`src/rtl/gmii_pkg.sv`:
```
// Shared GMII constants: framing bytes, CRC-32 parameters and RX state encoding.
package gmii_pkg;

    localparam logic [7:0]  PREAMBLE_BYTE = 8'h55;
    localparam logic [7:0]  SFD_BYTE      = 8'hD5;

    localparam logic [31:0] CRC32_POLY    = 32'hEDB88320;
    localparam logic [31:0] CRC32_INIT    = 32'hFFFFFFFF;
    localparam logic [31:0] CRC32_RESIDUE = 32'hDEBB20E3;

    typedef enum logic [1:0] {
        IDLE_S     = 2'd0,
        PREAMBLE_S = 2'd1,
        DATA_S     = 2'd2,
        DROP_S     = 2'd3
    } rx_state_e;

endpackage

```
`src/rtl/crc32_d8.sv`:
```
// Combinational reflected CRC-32 update for one byte (LSB first).
module crc32_d8
    import gmii_pkg::*;
(
    input  logic [31:0] crc_in,
    input  logic [7:0]  data,
    output logic [31:0] crc_out
);

    logic [31:0] c;

    always_comb begin
        c = crc_in;
        for (int i = 0; i < 8; i++) begin
            if (c[0] ^ data[i]) begin
                c = (c >> 1) ^ CRC32_POLY;
            end else begin
                c = c >> 1;
            end
        end
        crc_out = c;
    end

endmodule

```
`src/rtl/gmii_rx_frame_align.sv`:
```
// GMII RX front end: strips preamble/SFD, drops the FCS via a 4-byte delay line, aborts errored
// frames. Optional FCS check enabled by defining GMII_RX_FCS_CHECK_EN.
module gmii_rx_frame_align
    import gmii_pkg::*;
#(
    parameter int unsigned PRE_MIN = 1
) (
    input  logic        clk,
    input  logic        rst_n,
    input  logic [7:0]  gmii_rxd,
    input  logic        gmii_rx_dv,
    input  logic        gmii_rx_er,
    output logic [7:0]  gmii_data,
    output logic        gmii_data_valid,
    output logic        fcs_err,
    output logic [31:0] cnt_frame,
    output logic [31:0] cnt_err
);

    localparam logic [3:0] PRE_MIN_W = 4'(PRE_MIN);

    rx_state_e  state;
    logic       dv_d;
    logic [3:0] cnt_pre;
    logic [7:0] sr [4];
    logic [2:0] fill;
    logic       emitted;

`ifdef GMII_RX_FCS_CHECK_EN
    logic [31:0] crc;
    logic [31:0] crc_next;

    crc32_d8 u_crc (
        .crc_in  (crc),
        .data    (gmii_rxd),
        .crc_out (crc_next)
    );
`endif

    always_ff @(posedge clk) begin
        if (!rst_n) begin
            state           <= IDLE_S;
            dv_d            <= 1'b1;  // ignore a frame already in flight at reset release
            cnt_pre         <= 4'd0;
            for (int i = 0; i < 4; i++) sr[i] <= 8'h00;
            fill            <= 3'd0;
            emitted         <= 1'b0;
            gmii_data       <= 8'h00;
            gmii_data_valid <= 1'b0;
            fcs_err         <= 1'b0;
            cnt_frame       <= 32'd0;
            cnt_err         <= 32'd0;
`ifdef GMII_RX_FCS_CHECK_EN
            crc             <= CRC32_INIT;
`endif
        end else begin
            dv_d            <= gmii_rx_dv;
            gmii_data_valid <= 1'b0;
            fcs_err         <= 1'b0;
            unique case (state)
                IDLE_S: begin
                    if (gmii_rx_dv && !dv_d) begin
                        if (gmii_rxd == PREAMBLE_BYTE) begin
                            cnt_pre <= 4'd1;
                            state   <= PREAMBLE_S;
                        end else begin
                            cnt_err <= cnt_err + 32'd1;
                            state   <= DROP_S;
                        end
                    end
                end
                PREAMBLE_S: begin
                    if (!gmii_rx_dv) begin
                        state <= IDLE_S;
                    end else if (gmii_rxd == PREAMBLE_BYTE) begin
                        if (cnt_pre != 4'd15) cnt_pre <= cnt_pre + 4'd1;
                    end else if (gmii_rxd == SFD_BYTE && cnt_pre >= PRE_MIN_W) begin
                        for (int i = 0; i < 4; i++) sr[i] <= 8'h00;
                        fill    <= 3'd0;
                        emitted <= 1'b0;
`ifdef GMII_RX_FCS_CHECK_EN
                        crc     <= CRC32_INIT;
`endif
                        state   <= DATA_S;
                    end else begin
                        cnt_err <= cnt_err + 32'd1;
                        state   <= DROP_S;
                    end
                end
                DATA_S: begin
                    if (gmii_rx_er) begin
                        cnt_err <= cnt_err + 32'd1;
                        state   <= DROP_S;
                    end else if (!gmii_rx_dv) begin
                        // Delay line now holds the FCS; it is simply abandoned.
                        if (emitted) cnt_frame <= cnt_frame + 32'd1;
                        if (fill != 3'd4) cnt_err <= cnt_err + 32'd1;
`ifdef GMII_RX_FCS_CHECK_EN
                        else if (crc != CRC32_RESIDUE) begin
                            fcs_err <= 1'b1;
                            cnt_err <= cnt_err + 32'd1;
                        end
`endif
                        state <= IDLE_S;
                    end else begin
                        sr[0] <= gmii_rxd;
                        for (int i = 1; i < 4; i++) sr[i] <= sr[i-1];
`ifdef GMII_RX_FCS_CHECK_EN
                        crc   <= crc_next;
`endif
                        if (fill == 3'd4) begin
                            gmii_data       <= sr[3];
                            gmii_data_valid <= 1'b1;
                            emitted         <= 1'b1;
                        end else begin
                            fill <= fill + 3'd1;
                        end
                    end
                end
                DROP_S: begin
                    if (!gmii_rx_dv) state <= IDLE_S;
                end
                default: state <= IDLE_S;
            endcase
        end
    end

endmodule

```
`config.mk`:
```
export PLATFORM = sky130hd
export DESIGN_NAME = gmii_rx_frame_align
export DESIGN_NICKNAME = d
export VERILOG_FILES = /design/src/rtl/gmii_pkg.sv /design/src/rtl/crc32_d8.sv /design/src/rtl/gmii_rx_frame_align.sv
export SDC_FILE = /design/constraint.sdc
export NUM_CORES = 1
export LEC_CHECK = 0
export ABC_CLOCK_PERIOD_IN_PS = 6900
export BUFFER_PORTS_ARGS = -buffer_cell sky130_fd_sc_hd__buf_4
export CAP_MARGIN = 5
export CORE_ASPECT_RATIO = 0.6
export CORE_UTILIZATION = 60
export CTS_CLUSTER_SIZE = 16
export DETAILED_ROUTE_END_ITERATION = 12
export PLACE_DENSITY_LB_ADDON = 0.3
export SLEW_MARGIN = 15
export SYNTH_ARGS = -nofsm -noshare
export SYNTH_HDL_FRONTEND = slang
export SYNTH_SLANG_ARGS = --single-unit
```
`constraint.sdc`:
```
create_clock -name clk -period 6.9 [get_ports clk]
set_clock_uncertainty 0.2 [all_clocks]
set_input_delay 1.035 -clock clk [delete_from_list [all_inputs] [get_ports clk]]
set_output_delay 1.035 -clock clk [all_outputs]
set_load 0.02 [all_outputs]
```
# Yosys cells after proc, flatten, opt, wreduce, memory -nomap -nowiden
# Memory sizes are Yosys's and may differ from the RTL's. A register that Yosys moved wholly into a read port is not among the register bits.
# Index checks and enable logic that the tools add are counted.
# word_totals
register_bits	76
mem_bits_rw	32
inputBits	12
out_inout_bits	74
elab_cells	124
memories	1
# mem_list
name	depth	width	read_ports	rd_ports_with_merged_regs	wr	line_no	text
sr	4	8	4	1	4	gmii_rx_frame_align.sv:25	logic [7:0] sr [4];
# classes
addsub	4
magnitude_cmp	1
eq_ne	24
mux	58
bitwise_logic	12
reduce_logical	16
# ops
op	n
32-bit two-way mux	8
32-bit case mux with 3 select lines	1
32-bit by 1-bit adder with 32-bit output (second input constant)	2
8-bit two-way mux	8
2-bit inequality test (second input constant)	13
1-bit two-way mux	20
4-bit two-way mux	5
3-bit two-way mux	6
7-bit AND reduction	2
2-bit two-way mux	6
3-bit inequality test (second input constant)	4
8-bit by 7-bit == test with 1-bit output (second input constant)	1
8-bit == test (second input constant)	1
1-bit bitwise OR	8
2-bit case mux with 4 select lines	1
4-bit case mux with 2 select lines	1
4-bit AND reduction	2
8-bit AND reduction	1
3-bit case mux with 2 select lines	1
6-bit AND reduction	1
4-bit by 1-bit adder with 4-bit output (second input constant)	1
2-bit == test (second input constant)	2
4-bit by 1-bit >= comparator with 1-bit output (second input constant)	1
4-bit inequality test (second input constant)	1
12 further kinds	18

# Depth between registers and ports, before layout
# depth
word_depth	10
ltp_mapped	8
depth_no_buf	7

# Worst setup path after synthesis
# No wires, ideal clock.
# synth_timing
kind	in2reg
from	input port gmii_rxd[1]
to	register cnt_err[17]
setup_ns	0.115
arrival_time_ns	2.614
required_time_ns	6.585
slack_ns	3.971
stages	5
path_cell_list	or3b_2 o311ai_4 a2111oi_4 nor3b_1 o21a_1
# synth_between
elab_chain_len	4
elab_cells_between_ends	7
# synth_rtl
element	line_no	text
start: declaration	gmii_rx_frame_align.sv:10	input logic [7:0] gmii_rxd,
8-bit == test	gmii_rx_frame_align.sv:77	end else if (gmii_rxd == SFD_BYTE && cnt_pre >= PRE_MIN_W) begin
1-bit logical AND	gmii_rx_frame_align.sv:77	
2-bit inequality test (no line)	n/a	
8-bit AND reduction (no line) *	n/a	
end signal: assignment	gmii_rx_frame_align.sv:86	cnt_err <= cnt_err + 32'd1;
end signal: assignment	gmii_rx_frame_align.sv:92	cnt_err <= cnt_err + 32'd1;
end signal: assignment	gmii_rx_frame_align.sv:97	if (fill != 3'd4) cnt_err <= cnt_err + 32'd1;
end: declaration	gmii_rx_frame_align.sv:17	output logic [31:0] cnt_err
# Mark *: on every way between the ends. The rest lies on a longest branch, timed or not.
# A chain may end at the register's enable or synchronous reset.

# Worst setup path in the final report
# layout_timing
from	input port gmii_rx_er
to	register cnt_frame[31]
# layout_between
elab_chain_len	2
# layout_rtl
element	line_no	text
start: declaration	gmii_rx_frame_align.sv:12	input logic gmii_rx_er,
1-bit NOT (no line)	n/a	
4-bit AND reduction (no line)	n/a	
end signal: assignment	gmii_rx_frame_align.sv:96	if (emitted) cnt_frame <= cnt_frame + 32'd1;
end: declaration	gmii_rx_frame_align.sv:16	output logic [31:0] cnt_frame,
# No other way between the ends.

==> out/results.ini <==
[run_status]
status = completed

[route]
num_vias = 4567
final_antenna_net_count = 0
drt_pass1_iterations = 5
drc = 0
viasPerCell = 5.99
drt-initial-drc-count = 414
wl_per_cell_microns = 16.8
wirelength_microns = 12800

[power_and_ir_drop]
pwr_density_cell_mw_per_mm2 = 260
p_leak_nw = 2.50
internal_power_mw = 1.35
ir_worst_vdd_uv = 181
pwr-share-clk = 0.532
switching_share = 0.218
pwr-share-comb = 0.048
pwr-share-seq = 0.420
p_sw_uw = 376

[die]
pin_count = 86
core_sq_mm = 0.00859
chipHeight_microns = 75.1
fp.dieW_microns = 124
die-area_sq_mm = 0.00930
fp-row-count = 26
start_util = 0.622

[grt]
globalRouteOverflowTotal = 0
groute.usage.overall = 0.288
antenna_found_initial = 0
grt_first_pass_wirelength_microns = 20000
grt_max_degree = 68
grt_pass1_vias = 4127

[critical_path]
cp-end-kind = flop
worstPathMaxFanout = 14
crit_required_ps = 7030
crit_path_start_kind = input pin
cp.arrival_ps = 3260
crit_type = input pin to flop

[final_layout]
syn_to_final_growth_pct = 23.9
final_cell_mix = dfxtp_1, buf_4, nor2_1
antennaDiodeCount = 0
fin_cells = 763
final_nets = 657
drive_gt1_frac = 0.201
final_common_cell = dfxtp_1

[synthesis]
yosys.area.top_type = dfxtp_1
avgSynthCellArea_sq_um = 9.54
yosysWarnings = 0
async_flop_share = 0
ys_seq_elements = 116
synthFlopType = dfxtp_1
netlist_instances = 560
synth_edf_count = 24
ys_seq_area_frac = 0.479
netlist.area_leader.share = 0.345
yosys.cell_types.count = 62
yosys-top-cells-area = dfxtp_1, edfxtp_1, xnor2_1, nor2_1, mux2i_1
synth_fp_nets = 579
syn_area_sq_mm = 0.00535

[cts]
postCtsResizedCells = 0
cts_buffers = 17
postCtsHoldBufs = 0
insertion_delay_ps = 410
clkSlewWorstSetupHoldPaths_ps = 50
cts.sinks = 116
clockBufferDepth = 2
cts_tree = built
cts_root_buf = clkbuf_16
cts_setup_buffers = 0
h-tree-depth = 4

[timing]
setup-violations-final = 0
fin_crit_sh = 0.454
period_minus_slack_ps = 3130
fin_ws_ps = 3770
slew_headroom = 0.305
final_hold_viol_count = 0
fmax_ghz = 0.320
rsz0062_at_grt = no
slew_violations = 0
tns_ps = 0
worst_slew_pin_slew_ps = 1040

[placement]
place_hpwl_microns = 8180
preCtsSetupSlack_ps = 3450
port_buffers = 84
placed_cells = 731
gp_congestion = 0.820

[run]
cap_violations = 0

[hold_path]
worstHoldPathType = flop to flop

==> through the flow <==
| step | instance area [sq um] | util | hold WS (ps) | total power [mW] |
|---|---|---|---|---|
| after floorplan | 5350 | - | 256 | 0.792 |
| after global placement | 6010 | 0.700 | 256 | 0.812 |
| after detailed placement | 6010 | 0.700 | 271 | 0.817 |
| after CTS | 6620 | 0.771 | 284 | 1.72 |
| after global routing | 6620 | 0.771 | 306 | 1.77 |
| final | 6620 | 0.771 | 280 | 1.72 |
==> state kept, by name (all words and copies together) (netlist names) <==
name / count
cnt_frame: 32
gmii_data_valid: 1
cnt_err: 32
sr: 32
cnt_pre: 4
gmii_data: 8
emitted: 1
dv_d: 1
state: 2
fill: 3
==> critical path: stages <==
cell,delay [ps]
buf_4,130
nor3b_2,430
nand4_1,630
nor3_1,520
nor3b_1,300
mux2i_1,220
==> layer usage <==
metal / part of all wire / global-route usage / wire (microns)
met5: 0 / 0 / 0
met4: 0.0095 / 0.107 / 122
met3: 0.078 / 0.0811 / 995
met2: 0.45 / 0.443 / 5810
met1: 0.46 / 0.391 / 5890
==> cell type report <==
class                   count  area [sq um]
fillers                   551          1970
well taps                 112           140
inverters                  16          60.1
flip-flops and latches    116          2560
multi-input cells         402          2610
clock buffers              22           454
repair buffers             85           638
clock inverters            10           156
==> cells in the mapped netlist, types with 2 or more instances <==
| cell | instances |
|---|---|
| a2111oi_4 | 2 |
| a211oi_1 | 3 |
| a21bo_2 | 3 |
| a21boi_0 | 2 |
| a21oi_1 | 24 |
| a22oi_1 | 8 |
| a31o_2 | 2 |
| and2_1 | 27 |
| and3_1 | 9 |
| and4_1 | 12 |
| buf_2 | 2 |
| clkbuf_1 | 21 |
| dfxtp_1 | 92 |
| edfxtp_1 | 24 |
| ha_1 | 7 |
| inv_1 | 16 |
| mux2_2 | 2 |
| mux2i_1 | 18 |
| nand2_1 | 35 |
| nand2b_1 | 11 |
| nand3_1 | 25 |
| nand3b_1 | 5 |
| nand4_1 | 15 |
| nand4b_1 | 2 |
| nor2_1 | 65 |
| nor2b_1 | 2 |
| nor3_1 | 18 |
| nor3b_1 | 5 |
| nor4_1 | 10 |
| o2111ai_1 | 2 |
| o21a_1 | 2 |
| o21ai_0 | 9 |
| o31ai_1 | 6 |
| or3_1 | 6 |
| or4_1 | 5 |
| xnor2_1 | 33 |
| xor2_1 | 5 |
==> kinds of logic (layout without fill, tap and decap cells) <==
| family | count (synthesis) | after routing | synth area share |
|---|---|---|---|
| other | 1 | 1 | 0.000702 |
| xor gates and xnor gates | 38 | 38 | 0.0623 |
| buffers and inverters | 42 | 133 | 0.0321 |
| adders and majority gates | 7 | 7 | 0.0164 |
| AOI/OAI and AO/OA | 76 | 76 | 0.109 |
| and+or+nand+nor | 260 | 260 | 0.263 |
| DFF | 116 | 116 | 0.479 |
| muxes | 20 | 20 | 0.0379 |
==> power by group through the flow <==
stage | registers [mW] | logic [mW] | clock network (mW)
after global routing | 0.726 | 0.0885 | 0.952
final | 0.724 | 0.0825 | 0.916
after detailed placement | 0.738 | 0.0795 | 0
after CTS | 0.724 | 0.0812 | 0.917
after floorplan | 0.732 | 0.0602 | 0
after global placement | 0.736 | 0.0763 | 0
==> path summary, 6_finish.rpt <==
path         slack [ps]  depth (start not counted)  startpoint       endpoint
max                3770                          6  gmii_rx_er  cnt_frame[31]
min                 280                          2    sr[3][7]   gmii_data[7]
max reg2reg        3970                          5    state[0]  cnt_frame[31]
min reg2reg         280                          2    sr[3][7]   gmii_data[7]
Power figures use the tool's default switching activity.
